===== config.mk =====
export PLATFORM = sky130hd
export DESIGN_NAME = clk_divider_multi
export DESIGN_NICKNAME = d
export VERILOG_FILES = /design/src/rtl/clk_divider_multi.sv
export SDC_FILE = /design/constraint.sdc
export NUM_CORES = 1
export LEC_CHECK = 0
export CAP_MARGIN = 20
export CELL_PAD_IN_SITES_DETAIL_PLACEMENT = 1
export CELL_PAD_IN_SITES_GLOBAL_PLACEMENT = 1
export CORE_UTILIZATION = 47
export DETAILED_ROUTE_END_ITERATION = 16
export GPL_TIMING_DRIVEN = 0
export PLACE_DENSITY = 0.81
export SYNTH_ARGS = -nofsm -noshare
export SYNTH_HDL_FRONTEND = slang
export SYNTH_HIERARCHICAL = 1
export SYNTH_SLANG_ARGS = --single-unit

===== constraint.sdc =====
create_clock -name iClk -period 2.5 [get_ports iClk]
set_input_delay 0.5 -clock iClk [delete_from_list [all_inputs] [get_ports iClk]]
set_output_delay 0.5 -clock iClk [all_outputs]
set_load 0.02 [all_outputs]

===== src/rtl/clk_divider_multi.sv =====
// Multi-channel programmable clock divider: per-channel toggle or pulse output,
// runtime-loadable divisor/mode, global phase-align strobe.

module clk_div_ch #(
  parameter int CNT_W        = 25,
  parameter int DEFAULT_DIV  = 62500,
  parameter int DEFAULT_MODE = 0
) (
  input  logic             iClk,
  input  logic             iRst_n,
  input  logic             en_i,
  input  logic             clr_i,
  input  logic             load_i,
  input  logic [CNT_W-1:0] div_i,
  input  logic             mode_i,
  output logic             clk_o,
  output logic             tick_o
);
  localparam logic [CNT_W-1:0] DEF_DIV  = CNT_W'(DEFAULT_DIV);
  localparam logic             DEF_MODE = (DEFAULT_MODE != 0);

  logic [CNT_W-1:0] cnt_q, cnt_d;
  logic [CNT_W-1:0] div_q, div_d;
  logic             mode_q, mode_d;
  logic             clk_q, clk_d;
  logic             tick_q, tick_d;
  logic             evt;

  assign evt = (cnt_q == div_q);

  always_comb begin
    div_d  = div_q;
    mode_d = mode_q;
    cnt_d  = cnt_q;
    clk_d  = clk_q;
    tick_d = 1'b0;
    if (load_i) begin
      div_d  = div_i;
      mode_d = mode_i;
    end
    // Sync, load and disable all share the same restart of counter and outputs.
    if (clr_i || load_i || !en_i) begin
      cnt_d = '0;
      clk_d = 1'b0;
    end else begin
      cnt_d = evt ? '0 : cnt_q + CNT_W'(1);
      if (mode_q) begin
        clk_d  = evt;
        tick_d = evt;
      end else begin
        clk_d  = clk_q ^ evt;
        tick_d = evt & ~clk_q;
      end
    end
  end

  always_ff @(posedge iClk or negedge iRst_n) begin
    if (!iRst_n) begin
      cnt_q  <= '0;
      div_q  <= DEF_DIV;
      mode_q <= DEF_MODE;
      clk_q  <= 1'b0;
      tick_q <= 1'b0;
    end else begin
      cnt_q  <= cnt_d;
      div_q  <= div_d;
      mode_q <= mode_d;
      clk_q  <= clk_d;
      tick_q <= tick_d;
    end
  end

  assign clk_o  = clk_q;
  assign tick_o = tick_q;
endmodule

module clk_divider_multi #(
  parameter int NUM_CH       = 2,
  parameter int CNT_W        = 25,
  parameter int DEFAULT_DIV  = 62500,
  parameter int DEFAULT_MODE = 0,
  localparam int CH_W        = (NUM_CH > 1) ? $clog2(NUM_CH) : 1
) (
  input  logic              iClk,
  input  logic              iRst_n,
  input  logic [NUM_CH-1:0] iEn,
  input  logic              iSync,
  input  logic              iLoad,
  input  logic [CH_W-1:0]   iCh,
  input  logic [CNT_W-1:0]  iDiv,
  input  logic              iMode,
  output logic [NUM_CH-1:0] oClk,
  output logic [NUM_CH-1:0] oTick
);
  logic              load_ok;
  logic [NUM_CH-1:0] load_hit;

  // Out-of-range channel indices never reach any lane.
  assign load_ok = iLoad && (int'(iCh) < NUM_CH);

  for (genvar c = 0; c < NUM_CH; c++) begin : g_ch
    assign load_hit[c] = load_ok && (iCh == CH_W'(c));

    clk_div_ch #(
      .CNT_W       (CNT_W),
      .DEFAULT_DIV (DEFAULT_DIV),
      .DEFAULT_MODE(DEFAULT_MODE)
    ) u_ch (
      .iClk  (iClk),
      .iRst_n(iRst_n),
      .en_i  (iEn[c]),
      .clr_i (iSync),
      .load_i(load_hit[c]),
      .div_i (iDiv),
      .mode_i(iMode),
      .clk_o (oClk[c]),
      .tick_o(oTick[c])
    );
  end
endmodule

**Yosys cells after proc, flatten, opt, wreduce, memory -nomap -nowiden**

Cells that the tools add are included.

- Register bits: 106
- Latch bits: 0
- Memory bits (writable): 0
- ROM bits: 0
- Input bits: 33
- Output and inout bits: 4
- Word-level logic and storage cells: 41
- Memories: 0

- Add/sub/neg operators: 2
- Multiply operators: 0
- Div/mod/pow operators: 0
- Order comparisons: 0
- Equality and inequality tests: 2
- Shift-type cells: 0
- Muxes and demuxes: 12
- Bitwise operators: 7
- Reduce and logical (&&, ||, !) cells: 8

Operators with widths:

| cell | count |
|---|---|
| $mux W25 | 4 |
| $add A25 B1 Y25 const B | 2 |
| $eq A25 B25 Y1 | 2 |
| $mux W1 | 8 |
| $logic_or A1 B1 Y1 | 4 |
| $not A1 Y1 | 3 |
| $and A1 B1 Y1 | 2 |
| $logic_and A1 B1 Y1 | 2 |
| $logic_not A1 Y1 | 2 |
| $xor A1 B1 Y1 | 2 |

**Logic depth before layout (Yosys ltp)**

- Word-level depth: 5
- Depth in mapped cells: 10
- Mapped depth without buffers: 9

**Modules after synthesis**

The synthesis kept the hierarchy.

Modules (own cells, without submodules):

| module | instances | cells an instance | area an instance (sq um) | seq. area each (sq um) |
|---|---|---|---|---|
| clk_div_ch at g_ch[1].u_ch | 1 | 222 | 2,573.7 | 1,335.0 |
| clk_div_ch at g_ch[0].u_ch | 1 | 222 | 2,572.5 | 1,335.0 |
| clk_divider_multi | 1 | 2 | 16.3 | 0.0 |

**Worst setup path before layout**

OpenSTA, ideal clock, no wires.

- Path kind: flip-flop to flip-flop
- Start point: register g_ch[1].u_ch.div_q[14]
- End point: register g_ch[1].u_ch.clk_q
- Setup time: 0.083 ns
- Arrival time: 1.652 ns
- Required time: 2.417 ns
- Slack: 0.765 ns
- Cell stages (with the launch flop): 10
- Buffers on the path: 0
- Clock period less this slack: 1.735 ns
- Path through: dfstp_2 -> xnor2_1 -> nand4_1 -> nor4_2 -> nand3_1 -> inv_1 -> ha_1 -> nor2_1 -> nand2_1 -> o21ai_0

- Word-level cells in the longest chain between the ends: 4

RTL lines:

| item | RTL line | RTL |
|---|---|---|
| from (decl) | 23 | `logic [CNT_W-1:0] div_q, div_d;` |
| from (signal assigned) | 66 | `div_q <= div_d;` |
| $eq A25 B25 Y1 * | 29 | `assign evt = (cnt_q == div_q);` |
| $xor A1 B1 Y1 | 51 | `clk_d = clk_q ^ evt;` |
| $mux W1 * | 47 | `if (mode_q) begin` |
| $mux W1 * | 42 | `if (clr_i \|\| load_i \|\| !en_i) begin` |
| named net g_ch[1].u_ch.clk_d | 25 | `logic clk_q, clk_d;` |
| to (signal assigned) | 68 | `clk_q <= clk_d;` |
| to (decl) | 25 |  |

The timed path passes the listed nets; every way through them passes the cells marked *.
A chain may end at the register's enable or synchronous reset.

**Worst setup path after layout**

- Start point: register g_ch[1].u_ch.cnt_q[20]
- End point: register g_ch[1].u_ch.clk_q

- Word-level cells in the longest chain between the ends: 4

RTL lines:

| item | RTL line | RTL |
|---|---|---|
| from (decl) | 22 | `logic [CNT_W-1:0] cnt_q, cnt_d;` |
| from (signal assigned) | 65 | `cnt_q <= cnt_d;` |
| $eq A25 B25 Y1 * | 29 |  |
| $xor A1 B1 Y1 | 51 |  |
| $mux W1 * | 47 |  |
| $mux W1 * | 42 |  |
| named net g_ch[1].u_ch.clk_d | 25 |  |

Marks and branches as above.

==> reports/results.env <==
RUN_STATUS='finished clean'
HPWLAFTERDP_UM=9200
HOLD-WORST-SLACK_NS=0.148
FF2FF_PATH_DEPTH=9
POWER.CLOCK.FRACTION=0.312
POST-ROUTE-UTIL=0.563
NUMCTSBUFFERS=9
R2R-START='g_ch[1].u_ch/cnt_q[20]'
GRT_SETUP_UNREPAIRED='no'
FIRST_ITER_VIOLATIONS=109
VIAS=3477
ENDPOINT_KIND='flop'
FLOORPLAN.DIE_AREA_UM2=11400
WL_MET2_UM=5910
CTS_HTREE_LEVELS=3
DRIVE_ABOVE_1_SHARE=0.226
SYNTH.YOSYS.WARNINGS=6
TOP_SIGNAL_LAYER_USED='met4'
MAX_SLEW.WORST_PIN.SLEW_NS=0.685
POST-ROUTE-WORST-SETUP-SLACK_NS=0.391
PWR_DENSITY_CELL_nW_PER_UM2=592
FRACTION_OF_POWER_CONSUMED_BY_COMBINATIONAL_CELLS=0.126
WORST_SLEW_MARGIN_REL=0.544
SEQ_POWER_SHARE=0.562
SYNTHESIS.AREA_PER_INSTANCE_UM2=11.6
VIA_PER_INSTANCE_RATIO=5.48
MAX_FREQ_MHz=474
TRITONCTS='done'
CP_DATA_REQUIRED_TIME_NS=2.81
YOSYS_REGISTER_BITS=106
FIN_SKEW_NS=0.00980
DPL_CELL_AREA_UM2=5720
LAYOUT-AREA-OVERHEAD-VS-SYNTH_PCT=14.7
GRT_FIRST_PASS_WIRELENGTH_UM=20100
FINAL_CELL_AREA_UM2=5920
FINALSETUPVIOLCOUNT=0
CRIT_PATH_START='g_ch[1].u_ch/cnt_q[20]'
TIMING.FINAL.CRIT_PERIOD_NS=2.11
TOTAL_CHIP_POWER_mW=3.50
CRITICAL_PATH_CLASS='flop to flop'
REGISTER_AREA_UM2=2670
WORSTSKEWPAIRLATENCY_NS=0.38
REG2REG_SETUP_SLACK_NS=0.39
INITIAL_CORE_UTIL=0.491
DRT_WL_TOTAL_UM=12100
ROUTE.DETAILED.WL_PER_INST_UM=19.1
POST_CTS.RESIZED_INSTANCES=0
CTS.CLK_SLEW.WORST_PATHS_NS=0.11
R2R_END='g_ch[1].u_ch/clk_o'
WORST_SETUP_PATH_ENDPOINT='g_ch[1].u_ch/clk_o'
GRTUSAGETOTAL=0.236
WORST_HOLD_PATH_TYPE='primary input to asynchronous set/reset pin'
DRT_DRC_VIOLATIONS_LEFT=0
POST_SYNTH_NUM_CELL_TYPES=29
CTS.ROOT.BUFFER_CELL='sky130_fd_sc_hd__clkbuf_8'
CLOCK_TREE.BUFFER_DEPTH=2
MULTI_INPUT_COMB_AREA_UM2=2350
DIE_Y_UM=107
FINAL_ANTENNA_NET_COUNT=0
MAPPEDNETLISTNETS=483
INITIAL_ANTENNA_VIOLATION_COUNT=0
NETS=531
FIRST_GLOBAL_VIAS=3832
CLOCK_SINKS=106
FINALMAXSLEWVIOLATIONS=0
CRITPATHARRIVALTIME_NS=2.42
CRIT_PATH_START_KIND='flop'
IOS=37
POSTCTSSETUPREPAIRBUFS=0
WIRELENGTH_MET1_UM=5530
GRT_START_MAX_NET_PINS=57
PLACEABLE_CORE_REGION_UM2=10500
SW_FRAC_OF_TOTAL=0.262
WORSTPATHMAXFANOUT=4
PLACE_WS_NS=0.0898
DIE_X_UM=107
IRDROPWORSTVDD_uV=318
SYNTH.YOSYS.SEQ_AREA_SHARE=0.517
PLACE.GP.CONGESTION=0.830
FILLER_CELL_COUNT=1101
DIODES=0
HOLD_VIOL_FINAL=0
REMAINING_OVERFLOW_GRT=0
SYN_AREA_UM2=5160
SYN_INST=446
INTERNAL_POWER_mW=2.58
DRT-PASS1-ITER-COUNT=4
POST_CTS_HOLD_BUFFER_COUNT=0
POWER.LEAKAGE_nW=2.36
NUM_ROWS=37
NETSWITCHINGPOWER_uW=919
POST-ROUTE-PERIOD-UTIL=0.844
WL_MET3_UM=445
PORT_BUFFERS=36
CAP_VIOLATIONS=0
[worst min path at each step]
stage / slack, ns / cells after the start / startpoint / endpoint
after detailed placement: 0.51 / 1 / g_ch[1].u_ch/cnt_q[0] / g_ch[1].u_ch/cnt_q[0]
after global routing: 0.19 / 1 / iRst_n / g_ch[0].u_ch/cnt_q[0]
after global placement: 0.49 / 1 / g_ch[1].u_ch/cnt_q[0] / g_ch[1].u_ch/cnt_q[0]
final: 0.15 / 1 / iRst_n / g_ch[0].u_ch/cnt_q[0]
after CTS: 0.17 / 1 / iRst_n / g_ch[0].u_ch/cnt_q[0]
after floorplan: 0.20 / 0 / iRst_n / g_ch[0].u_ch/clk_o
[registers in the layout (all words and copies together), names as in the netlist]
name and flops:
g_ch.u_ch/mode_q 2, g_ch.u_ch/clk_o 2, g_ch.u_ch/tick_o 2, g_ch.u_ch/div_q 50, g_ch.u_ch/cnt_q 50
[worst max-delay path, stage by stage, from the launching register on]
cell,delay [ns]
sky130_fd_sc_hd__dfrtp_1,0.44
sky130_fd_sc_hd__xnor2_1,0.27
sky130_fd_sc_hd__nand4_1,0.16
sky130_fd_sc_hd__nor4_2,0.40
sky130_fd_sc_hd__nand3_1,0.21
sky130_fd_sc_hd__inv_1,0.11
sky130_fd_sc_hd__ha_1,0.22
sky130_fd_sc_hd__nor2_1,0.10
sky130_fd_sc_hd__nand2_1,0.06
sky130_fd_sc_hd__o21ai_0,0.08
[through the flow]
stage               TNS, ns  std cells
global route              0        635
detailed placement        0        619
global placement    -312.34        618
finish                    0        635
CTS                       0        635
floorplan                 0        446
[power by group through the flow]
| stage | registers (mW) | logic [mW] | clock network (mW) |
|---|---|---|---|
| 2_1_floorplan | 1.97 | 0.275 | 0 |
| 3_3_place_gp | 2.00 | 0.415 | 0 |
| 3_5_place_dp | 2.00 | 0.442 | 0 |
| 4_1_cts | 1.97 | 0.447 | 1.11 |
| 5_1_grt | 1.99 | 0.478 | 1.18 |
| 6_report | 1.97 | 0.441 | 1.09 |
[kinds of logic after synthesis]
kind of cell,Yosys count,share of synthesized area
fa+ha+maj,4,0.00970
simple gates,158,0.161
mux,52,0.113
flops,106,0.517
buf+inv,24,0.0279
compound gates,6,0.00824
xor+xnor,96,0.163
[placed cells by master (no fill, tap or decap), types with 2 or more instances in the layout]
| cell | count |
|---|---|
| sky130_fd_sc_hd__dfstp_2 | 14 |
| sky130_fd_sc_hd__clkbuf_8 | 9 |
| sky130_fd_sc_hd__nand4_1 | 22 |
| sky130_fd_sc_hd__nand4_2 | 2 |
| sky130_fd_sc_hd__ha_1 | 4 |
| sky130_fd_sc_hd__and3_1 | 2 |
| sky130_fd_sc_hd__nor2_1 | 60 |
| sky130_fd_sc_hd__nor3_1 | 6 |
| sky130_fd_sc_hd__xnor2_1 | 60 |
| sky130_fd_sc_hd__nor4_2 | 4 |
| sky130_fd_sc_hd__nor2_2 | 2 |
| sky130_fd_sc_hd__nor3_4 | 4 |
| sky130_fd_sc_hd__buf_6 | 6 |
| sky130_fd_sc_hd__nand3_1 | 24 |
| sky130_fd_sc_hd__a311o_2 | 2 |
| sky130_fd_sc_hd__clkinvlp_4 | 4 |
| sky130_fd_sc_hd__inv_6 | 2 |
| sky130_fd_sc_hd__o21ai_0 | 4 |
| sky130_fd_sc_hd__nand2_1 | 22 |
| sky130_fd_sc_hd__dfrtp_1 | 92 |
| sky130_fd_sc_hd__nor4_1 | 4 |
| sky130_fd_sc_hd__clkbuf_2 | 2 |
| sky130_fd_sc_hd__xor2_1 | 36 |
| sky130_fd_sc_hd__clkdlybuf4s50_1 | 35 |
| sky130_fd_sc_hd__inv_1 | 8 |
| sky130_fd_sc_hd__nand3b_1 | 2 |
| sky130_fd_sc_hd__buf_1 | 2 |
| sky130_fd_sc_hd__nand2b_1 | 2 |
| sky130_fd_sc_hd__mux2_2 | 52 |
| sky130_fd_sc_hd__buf_2 | 5 |
[cell usage after synthesis]
master | instances | area, um2
sky130_fd_sc_hd__nor3_4 | 4 | 65.1
sky130_fd_sc_hd__a311o_2 | 2 | 22.5
sky130_fd_sc_hd__buf_2 | 5 | 25.0
sky130_fd_sc_hd__clkbuf_2 | 2 | 10.0
sky130_fd_sc_hd__mux2_2 | 52 | 586
sky130_fd_sc_hd__nor3_1 | 6 | 30.0
sky130_fd_sc_hd__nand3b_1 | 2 | 15.0
sky130_fd_sc_hd__clkbuf_1 | 1 | 3.75
sky130_fd_sc_hd__nor2_1 | 60 | 225
sky130_fd_sc_hd__inv_1 | 8 | 30.0
sky130_fd_sc_hd__buf_6 | 6 | 67.6
sky130_fd_sc_hd__xnor2_1 | 60 | 526
sky130_fd_sc_hd__o21ai_0 | 4 | 20.0
sky130_fd_sc_hd__dfrtp_1 | 92 | 2300
sky130_fd_sc_hd__dfstp_2 | 14 | 368
sky130_fd_sc_hd__buf_1 | 2 | 7.51
sky130_fd_sc_hd__nand2_1 | 22 | 82.6
sky130_fd_sc_hd__xor2_1 | 36 | 315
sky130_fd_sc_hd__ha_1 | 4 | 50.1
sky130_fd_sc_hd__nand4_2 | 2 | 25.0
sky130_fd_sc_hd__nor2_2 | 2 | 12.5
sky130_fd_sc_hd__nand4_1 | 22 | 138
sky130_fd_sc_hd__and2b_2 | 1 | 8.76
sky130_fd_sc_hd__nand3_1 | 24 | 120
sky130_fd_sc_hd__nand2b_1 | 2 | 12.5
sky130_fd_sc_hd__nor4_1 | 4 | 25.0
sky130_fd_sc_hd__and2_2 | 1 | 7.51
sky130_fd_sc_hd__nor4_2 | 4 | 50.1
sky130_fd_sc_hd__and3_1 | 2 | 12.5
[metal layers]
layer,GRT usage,up-vias
met3,0.0310,15
met1,0.317,1793
met5,0,-
met2,0.391,68
li1,-,1601
met4,0.0881,0
[cell type report]
cell class | count | area share
Buffer | 16 | 0.0192
Timing Repair Buffer | 37 | 0.0651
Multi-Input combinational cell | 316 | 0.397
Clock buffer | 9 | 0.0209
Inverter | 8 | 0.00507
Tap cell | 136 | 0.0287
Sequential cell | 106 | 0.451
Clock inverter | 7 | 0.0131
No activity file was read; power rests on OpenSTA's default activity.
